[config.mk]
export PLATFORM = sky130hd
export DESIGN_NAME = pc_sequencer
export DESIGN_NICKNAME = d
export VERILOG_FILES = /design/src/rtl/pc_seq_pkg.sv /design/src/rtl/pc_next_sel.sv /design/src/rtl/pc_sequencer.sv
export SDC_FILE = /design/constraint.sdc
export NUM_CORES = 1
export LEC_CHECK = 0
export ABC_AREA = 1
export CAP_MARGIN = 20
export CORE_UTILIZATION = 43
export CTS_CLUSTER_DIAMETER = 30
export DETAILED_ROUTE_END_ITERATION = 7
export PLACE_DENSITY = 0.78
export SYNTH_ARGS = -nofsm -noshare
export SYNTH_HDL_FRONTEND = slang
export SYNTH_SLANG_ARGS = --single-unit
[constraint.sdc]
create_clock -name Clk -period 2.4 [get_ports Clk]
set_input_delay 0.48 -clock Clk [delete_from_list [all_inputs] [get_ports Clk]]
set_output_delay 0.48 -clock Clk [all_outputs]
set_load 0.02 [all_outputs]
[src/rtl/pc_seq_pkg.sv]
// Shared types and constants for the program-counter sequencer.
// Redirect ranking lets a pending redirect be replaced only by a stronger one.
package pc_seq_pkg;

    typedef enum logic [1:0] {
        BOOT,
        FETCH,
        STALLED
    } state_t;

    typedef enum logic [2:0] {
        SEL_SEQ,
        SEL_HOLD,
        SEL_BR,
        SEL_JMP,
        SEL_EXC,
        SEL_PEND
    } sel_t;

    localparam logic [31:0] RESET_PC_DEF   = 32'h0000_0000;
    localparam logic [31:0] EXC_VECTOR_DEF = 32'h0000_0180;
    localparam logic [31:0] ALIGN_MASK     = 32'hFFFF_FFFC;

    // Only fresh redirect sources are ranked; SEL_PEND is already captured.
    function automatic logic [1:0] redirect_rank(input sel_t s);
        case (s)
            SEL_EXC: redirect_rank = 2'd3;
            SEL_BR:  redirect_rank = 2'd2;
            SEL_JMP: redirect_rank = 2'd1;
            default: redirect_rank = 2'd0;
        endcase
    endfunction

    function automatic logic is_redirect(input sel_t s);
        is_redirect = (redirect_rank(s) != 2'd0);
    endfunction

endpackage

[src/rtl/pc_next_sel.sv]
// Priority selector for the next program counter; purely combinational.
// Every produced address is word aligned.
module pc_next_sel
    import pc_seq_pkg::*;
#(
    parameter logic [31:0] EXC_VECTOR = EXC_VECTOR_DEF
) (
    input  logic [31:0] pc,
    input  logic [31:0] pc_add,
    input  logic        exc,
    input  logic        pend_v,
    input  logic [31:0] pend_tgt,
    input  logic        br,
    input  logic [31:0] br_tgt,
    input  logic        jmp,
    input  logic [31:0] jmp_tgt,
    input  logic        stall,
    output sel_t        sel,
    output logic [31:0] next_pc
);

    always_comb begin
        sel = SEL_SEQ;
        if (exc)         sel = SEL_EXC;
        else if (pend_v) sel = SEL_PEND;
        else if (br)     sel = SEL_BR;
        else if (jmp)    sel = SEL_JMP;
        else if (stall)  sel = SEL_HOLD;
    end

    always_comb begin
        next_pc = pc_add & ALIGN_MASK;
        case (sel)
            SEL_EXC:  next_pc = EXC_VECTOR & ALIGN_MASK;
            SEL_PEND: next_pc = pend_tgt & ALIGN_MASK;
            SEL_BR:   next_pc = br_tgt & ALIGN_MASK;
            SEL_JMP:  next_pc = jmp_tgt & ALIGN_MASK;
            SEL_HOLD: next_pc = pc & ALIGN_MASK;
            default:  next_pc = pc_add & ALIGN_MASK;
        endcase
    end

endmodule

[src/rtl/pc_sequencer.sv]
// Architectural PC owner: fetch FSM, PC register, pending-redirect capture and EPC.
// Redirects seen while a fetch is outstanding are parked and applied at completion.
module pc_sequencer
    import pc_seq_pkg::*;
#(
    parameter logic [31:0] RESET_PC   = RESET_PC_DEF,
    parameter logic [31:0] EXC_VECTOR = EXC_VECTOR_DEF
) (
    input  logic        Clk,
    input  logic        Reset,
    input  logic [31:0] PCAddResult,
    input  logic        Stall,
    input  logic        BranchTaken,
    input  logic [31:0] BranchTarget,
    input  logic        Jump,
    input  logic [31:0] JumpTarget,
    input  logic        Exception,
    input  logic        ImemReady,
    output logic [31:0] PCResult,
    output logic        ImemReq,
    output logic        FetchValid,
    output logic [31:0] EPC
);

    state_t      state_reg, state_next;
    logic [31:0] pc_reg, pc_next;
    logic [31:0] epc_reg, epc_next;
    logic        pend_v_reg, pend_v_next;
    logic [31:0] pend_tgt_reg, pend_tgt_next;
    sel_t        pend_sel_reg, pend_sel_next;

    logic        waiting;
    sel_t        sel;
    logic [31:0] sel_pc;

    // While waiting, the pending entry is masked so sel reports the freshest redirect.
    assign waiting = (state_reg == FETCH) && !ImemReady;

    pc_next_sel #(
        .EXC_VECTOR (EXC_VECTOR)
    ) u_next_sel (
        .pc       (pc_reg),
        .pc_add   (PCAddResult),
        .exc      (Exception),
        .pend_v   (pend_v_reg && !waiting),
        .pend_tgt (pend_tgt_reg),
        .br       (BranchTaken),
        .br_tgt   (BranchTarget),
        .jmp      (Jump),
        .jmp_tgt  (JumpTarget),
        .stall    (Stall),
        .sel      (sel),
        .next_pc  (sel_pc)
    );

    always_ff @(posedge Clk or negedge Reset) begin
        if (!Reset) begin
            state_reg    <= BOOT;
            pc_reg       <= RESET_PC & ALIGN_MASK;
            epc_reg      <= 32'h0;
            pend_v_reg   <= 1'b0;
            pend_tgt_reg <= 32'h0;
            pend_sel_reg <= SEL_SEQ;
        end else begin
            state_reg    <= state_next;
            pc_reg       <= pc_next;
            epc_reg      <= epc_next;
            pend_v_reg   <= pend_v_next;
            pend_tgt_reg <= pend_tgt_next;
            pend_sel_reg <= pend_sel_next;
        end
    end

    always_comb begin
        state_next = state_reg;
        case (state_reg)
            BOOT:    state_next = FETCH;
            FETCH:   if (ImemReady) state_next = Stall ? STALLED : FETCH;
            STALLED: if (!Stall) state_next = FETCH;
            default: state_next = BOOT;
        endcase
    end

    always_comb begin
        pc_next       = pc_reg;
        pend_v_next   = pend_v_reg;
        pend_tgt_next = pend_tgt_reg;
        pend_sel_next = pend_sel_reg;
        epc_next      = Exception ? pc_reg : epc_reg;
        case (state_reg)
            FETCH: begin
                if (ImemReady) begin
                    pc_next     = sel_pc;
                    pend_v_next = 1'b0;
                end else if (is_redirect(sel) &&
                             (!pend_v_reg || sel == SEL_EXC ||
                              redirect_rank(sel) > redirect_rank(pend_sel_reg))) begin
                    pend_v_next   = 1'b1;
                    pend_tgt_next = sel_pc;
                    pend_sel_next = sel;
                end
            end
            default: begin
                // No fetch in flight: redirects take effect at once.
                if (is_redirect(sel)) pc_next = sel_pc;
            end
        endcase
    end

    always_comb begin
        PCResult   = pc_reg;
        EPC        = epc_reg;
        ImemReq    = (state_reg == FETCH);
        FetchValid = (state_reg == FETCH) && ImemReady &&
                     !(Exception || BranchTaken || Jump || pend_v_reg);
    end

endmodule

== Yosys cells after proc, flatten, opt, wreduce, memory -nomap -nowiden ==
Index checks and enable logic that the tools add are counted.
Word-level totals
  logic and storage cells: 65
  memory bits (writable): 0
  register bits: 102
  latch bits: 0
  memories kept: 0
  ROM bits: 0
  input port bits: 103
Operators by class
  add/subtract/negate cells: 0
  divide/modulo/power cells: 0
  multiplexer cells: 22
  magnitude comparators: 1
  shifts and indexed selects: 0
  reductions and logical operators: 23
  bitwise logic cells: 1
  eq/ne operators: 12
  multiply operators: 0
Operator list (number)
  $pmux W32 S5: 1
  $mux W32: 3
  $pmux W2 S3: 3
  $mux W2: 8
  $eq A3 B2 Y1 const B: 4
  $mux W3: 4
  $eq A3 B3 Y1 const B: 3
  $reduce_bool A2 Y1: 4
  $reduce_and A2 Y1: 3
  $logic_and A1 B1 Y1: 5
  $logic_or A1 B1 Y1: 5
  $logic_not A1 Y1: 4
  $ne A2 B2 Y1 const B: 2
  $eq A3 B1 Y1 const B: 1
  $mux W1: 3
  $reduce_and A3 Y1: 1
  $eq A2 B1 Y1 const B: 1
  $eq A2 B2 Y1 const B: 1
  $gt A2 B2 Y1: 1
  $logic_not A2 Y1: 1
  $not A1 Y1: 1

== Logic depth before layout (Yosys ltp) ==
  word-level depth: 15
  depth in mapped cells: 19

== By module ==
A second synthesis with hierarchy kept.
Unflattened totals
  cells, all modules: 688
  area total of the unflattened synthesis: 5490.3 sq um
Modules (own cells, without submodules)
  pc_sequencer: cells each 408, sequential area each 2552.4 sq um, times used 1, area each 4195.3 sq um
  pc_next_sel: cells each 280, sequential area each 0.0 sq um, times used 1, area each 1295.0 sq um

== Worst setup path after synthesis ==
Ideal clock, no wire load.
  path type: input -> register
  from: in Jump
  to: reg pend_tgt_reg[10]
  library setup time: 0.117 ns
  stages on the path: 18
  path buffers: 2
  data arrival time: 2.449 ns
  setup slack: -0.166 ns
  cells stage by stage: nor2_1 inv_1 nand4_1 buf_1 nand2_1 nand2_1 inv_1 ha_1 inv_1 nor2_1 o21ai_0 nand2_1 nand2_1 nor2_4 inv_2 buf_4 nand2_1 nand2_1
Between the ends
  word-level cells in the longest chain between the ends: 12
  elaborated cells between the ends (all ways): 19
  classes of those cells: 1 x order compare; 5 x eq/ne; 8 x mux; 5 x reduce/logical
Ends and longest elaborated chain
  start: declaration: RTL line pc_sequencer.sv:15  | input logic Jump,
  $mux W3 (*): RTL line pc_next_sel.sv:27  | else if (jmp) sel = SEL_JMP;
  $mux W3 (*): RTL line pc_next_sel.sv:26  | else if (br) sel = SEL_BR;
  $mux W3 (*): RTL line pc_next_sel.sv:25  | else if (pend_v) sel = SEL_PEND;
  $mux W3 (*): RTL line pc_next_sel.sv:24  | if (exc) sel = SEL_EXC;
  $eq A3 B2 Y1 or $eq A3 B3 Y1 (tied branches): RTL line pc_seq_pkg.sv:26, pc_next_sel.sv:33, pc_sequencer.sv:96
  $pmux W2 S3: RTL line pc_seq_pkg.sv:26  | case (s)
  $mux W2: RTL line pc_sequencer.sv:92  | if (ImemReady) begin
  $mux W2: RTL line pc_sequencer.sv:90  | case (state_reg)
  $gt A2 B2 Y1: RTL line pc_sequencer.sv:97  | redirect_rank(sel) > redirect_rank(pend_sel_reg))) begin
  $logic_or A1 B1 Y1: RTL line pc_sequencer.sv:96  | (!pend_v_reg || sel == SEL_EXC ||
  $logic_and A1 B1 Y1: RTL line pc_sequencer.sv:95  | end else if (is_redirect(sel) &&
  $reduce_and A3 Y1 (no line)
  end signal: assignment: RTL line pc_sequencer.sv:69  | pend_tgt_reg <= pend_tgt_next;
  end: declaration: RTL line pc_sequencer.sv:29  | logic [31:0] pend_tgt_reg, pend_tgt_next;
Every way passes the cells marked *; elsewhere a longest branch is shown, timed or not. The select of a mux whose other input is x is not followed.
A chain may end at the register's enable or synchronous reset.

== Worst setup path in the final report ==
  from: reg state_reg[1]
  to: reg pend_tgt_reg[6]
Between the ends
  word-level cells in the longest chain between the ends: 14
  elaborated cells between the ends (all ways): 21
  classes of those cells: 1 x order compare; 6 x eq/ne; 6 x mux; 8 x reduce/logical
Ends and longest elaborated chain
  start: declaration: RTL line pc_sequencer.sv:25  | state_t state_reg, state_next;
  start signal: assignment: RTL line pc_sequencer.sv:65  | state_reg <= state_next;
  $eq A2 B1 Y1 (*): RTL line pc_sequencer.sv:37, pc_sequencer.sv:90
  $logic_and A1 B1 Y1: RTL line pc_sequencer.sv:37  | assign waiting = (state_reg == FETCH) && !ImemReady;
  $logic_not A1 Y1: RTL line pc_sequencer.sv:45  | .pend_v (pend_v_reg && !waiting),
  $logic_and A1 B1 Y1: RTL line pc_sequencer.sv:45
  $mux W3: RTL line pc_next_sel.sv:25
  $mux W3: RTL line pc_next_sel.sv:24
  $eq A3 B2 Y1 or $eq A3 B3 Y1 (tied branches): RTL line pc_seq_pkg.sv:26, pc_next_sel.sv:33, pc_sequencer.sv:96
  $pmux W2 S3: RTL line pc_seq_pkg.sv:26
  $mux W2: RTL line pc_sequencer.sv:92
  $mux W2: RTL line pc_sequencer.sv:90
  $gt A2 B2 Y1: RTL line pc_sequencer.sv:97
  $logic_or A1 B1 Y1: RTL line pc_sequencer.sv:96
  $logic_and A1 B1 Y1: RTL line pc_sequencer.sv:95
  $reduce_and A3 Y1 (no line)
Marks and branches as above.

==> metrics.txt <==
Worst EP arrival=2.46 ns; Initial Util=44.6%; area of the multi-input gates=about 2400 sq um; hold_buf cts=0; first-pass GRT wire length=between 20000 and 30000 um; CP Capture Type=register; Clock Tree Buf Depth=2; Synth Area in Compound Gates=3.91%; Total Power=6900 uW; Place WS=-0.332 ns; Clk pwr share=about a fifth; Die Span Y=114 um; clk_skew=between 0.006 and 0.007 ns; number of core rows=40; hold crit path type=in2async; MaxCap Viol Count=0; core area=around 12000 sq um; syn_area_per_cell=between 6 and 7 sq um; most common cell after layout, fill and taps aside=nand2_1; NetSw=~2600 uW; Area Growth Syn to Fin=44.7%; cell mode on critical path=nand2_1; full die area=13000 sq um; combinational share of power=between 40% and 50%; final worst slack=approximately 0.17 ns; Leakage Power=between 0.004 and 0.005 uW; P per Cell Area=approximately 880 nW/um^2; drt via density=4.80; Final GP Congestion=0.876; register share of total power=around 37%; CP Class=reg2reg; Synth Area in Adders=0.463%; commonest cells after routing, fill and taps aside=nand2_1, nor2_1, clkdlybuf4s50_1; number of distinct library cells after synthesis=24; die width=approximately 110 um; DR WL/cell=around 14 um; critical path startpoint category=register; Max-slew headroom=just over 60%; DRC viols=0; Max Fanout on Critical Path=8; GR Util All Layers=a little over a quarter; final wirelength=between 15000 and 20000 um; FMAX=about 450 MHz; Final Hold Vio Count=0; nets=around 1100; internal power=about 4300 uW; Critical Path, Cell by Cell=inv_2, nand3_4, nand2_4, nand2_4, inv_2, nand2_1, nand2_1, inv_2, ha_4, inv_2, nor2_2, o21ai_1, nand2_1, nand2_2, nor2_4, inv_4, buf_12, nand2_1, nand2_1; Pre-antenna DRT Iters=5; fin crit share=about 93%; simple-gate share of the synthesized area=39.6%; antenna violations before repair=0; status=completed; xor/xnor share of the synthesized area=0%; global route overflow=0; Max Slew Vio Count=0; slowest stage cell, crit path=dfrtp_1; buffers and inverters on the worst path=6; Iter 0 DRT Violations=490; IO buf count=about 160; slowest stage delay, CP=between 0.4 and 0.5 ns; Seq/Total Area, Yosys=between 40% and 50%; VDD IR max=around 500 uV; DRT antenna net count=0; CTS buffer count=9; Post-Synthesis Cells=approximately 810; crit path time final=approximately 2.2 ns; clock transition at the registers of the reported paths=about 0.06 ns; Worst-Skew Late Latency=0.35 ns; register area=between 2000 and 2500 sq um; pin count of the biggest net entering global routing=61; final setup violating endpoints=0; synth warn=0; layout cell share with drive strength beyond 1=9.96%; worst path required time=2.63 ns; clock sinks=96; # IOs=approximately 170; Sw Ratio=around 37%; main combinational cell family by area after synthesis=simple AND/OR/NAND/NOR gates; delay-heaviest family, CP=simple AND/OR/NAND/NOR gates; HPWL Detailed=about 12000 um; mux cell area share after synthesis=0%; routed vias=around 5600; Post-Syn Area=around 5400 sq um; Slew @ Worst Pin=~0.58 ns; final-layout fill cell count=~1100; Antenna Diode Count=0; H-tree Lvls=3; Synth Register Bits=96; CTS tree=built; Clock Tree Root=clkbuf_16; number of global-route vias before repair=around 5300
area by class of cell:
| cell class | count | area share, % |
|---|---|---|
| Multi-Input combinational cell | 568 | 31.1 |
| Sequential cell | 96 | 30.7 |
| Timing Repair Buffer | 204 | 26.3 |
| Inverter | 110 | 5.31 |
| Clock buffer | 13 | 3.33 |
| Tap cell | 168 | 2.69 |
| Clock inverter | 3 | 0.512 |
final timing paths:
check                                 from              end  slack, ns  depth (start not counted)
min in group Clk           pend_tgt_reg[7]  pend_tgt_reg[7]       0.48                          2
max reg2reg                   state_reg[1]  pend_tgt_reg[6]       0.17                         19
max in group asynchronous            Reset  pend_tgt_reg[5]       1.75                          2
max                           state_reg[1]  pend_tgt_reg[6]       0.17                         19
min                                  Reset           EPC[9]       0.07                          1
min reg2reg                pend_tgt_reg[7]  pend_tgt_reg[7]       0.48                          2
per-stage QoR:
step	TNS [ns]	area, sq um	hold slack [ns]	instances	utilization [%]
after floorplan	0	5420	0.184	815	-
final	0	7830	0.0680	1162	64.6
after CTS	0	7690	0.0838	1155	63.5
after detailed placement	-10.39	7390	0.452	1139	61.1
after global placement	-8.84	7390	0.444	1139	61.1
after global routing	-0.0314	7830	0.0953	1162	64.6
layer usage:
metal	up-vias	share of wire [%]	global-route usage, %
met5	-	0	0
met4	0	3.6	12.8
met3	46	6.3	4.71
met2	209	46	40.4
met1	2545	44	35.1
li1	2776	-	-
timing repair:
action / CTS / global route
pin swaps: 0 / 12
gates resized for setup: 1 / 24
gates cloned: 0 / 1
hold endpoints to repair: 0 / 0
setup buffers: 0 / 6
endpoints found under the setup margin: 1 / 34
cells by family (layout without fill, tap and decap cells):
| family | Yosys count | count (layout) |
|---|---|---|
| AOI/OAI and AO/OA | 41 | 41 |
| adders and majority gates | 2 | 2 |
| and+or+nand+nor | 521 | 521 |
| other | 1 | 4 |
| DFF | 96 | 96 |
| buffers and inverters | 151 | 330 |
power by group through the flow:
stage / combinational, uW / sequential [uW] / clock, uW
detailed placement: 2750 / 2560 / 0
CTS: 2770 / 2540 / 1480
global placement: 2690 / 2540 / 0
global route: 3150 / 2620 / 1540
finish: 2870 / 2550 / 1480
floorplan: 1090 / 2880 / 0
Yosys cell counts:
| master | number | share of area [%] |
|---|---|---|
| a21oi_1 | 1 | 0.092 |
| a31oi_1 | 1 | 0.12 |
| buf_1 | 3 | 0.21 |
| buf_2 | 14 | 1.3 |
| buf_4 | 10 | 1.4 |
| clkbuf_1 | 14 | 0.97 |
| conb_1 | 1 | 0.069 |
| dfrtp_1 | 96 | 44 |
| ha_1 | 2 | 0.46 |
| inv_1 | 105 | 7.3 |
| inv_2 | 5 | 0.35 |
| nand2_1 | 259 | 18 |
| nand2_2 | 2 | 0.23 |
| nand3_1 | 61 | 5.6 |
| nand3_2 | 1 | 0.19 |
| nand4_1 | 4 | 0.46 |
| nor2_1 | 160 | 11 |
| nor2_4 | 1 | 0.21 |
| nor4_1 | 1 | 0.12 |
| o21ai_0 | 37 | 3.4 |
| o21ai_2 | 1 | 0.16 |
| o22ai_1 | 1 | 0.12 |
| or2_1 | 14 | 1.6 |
| or2_2 | 18 | 2.1 |
(Power assumes the default switching activity.)
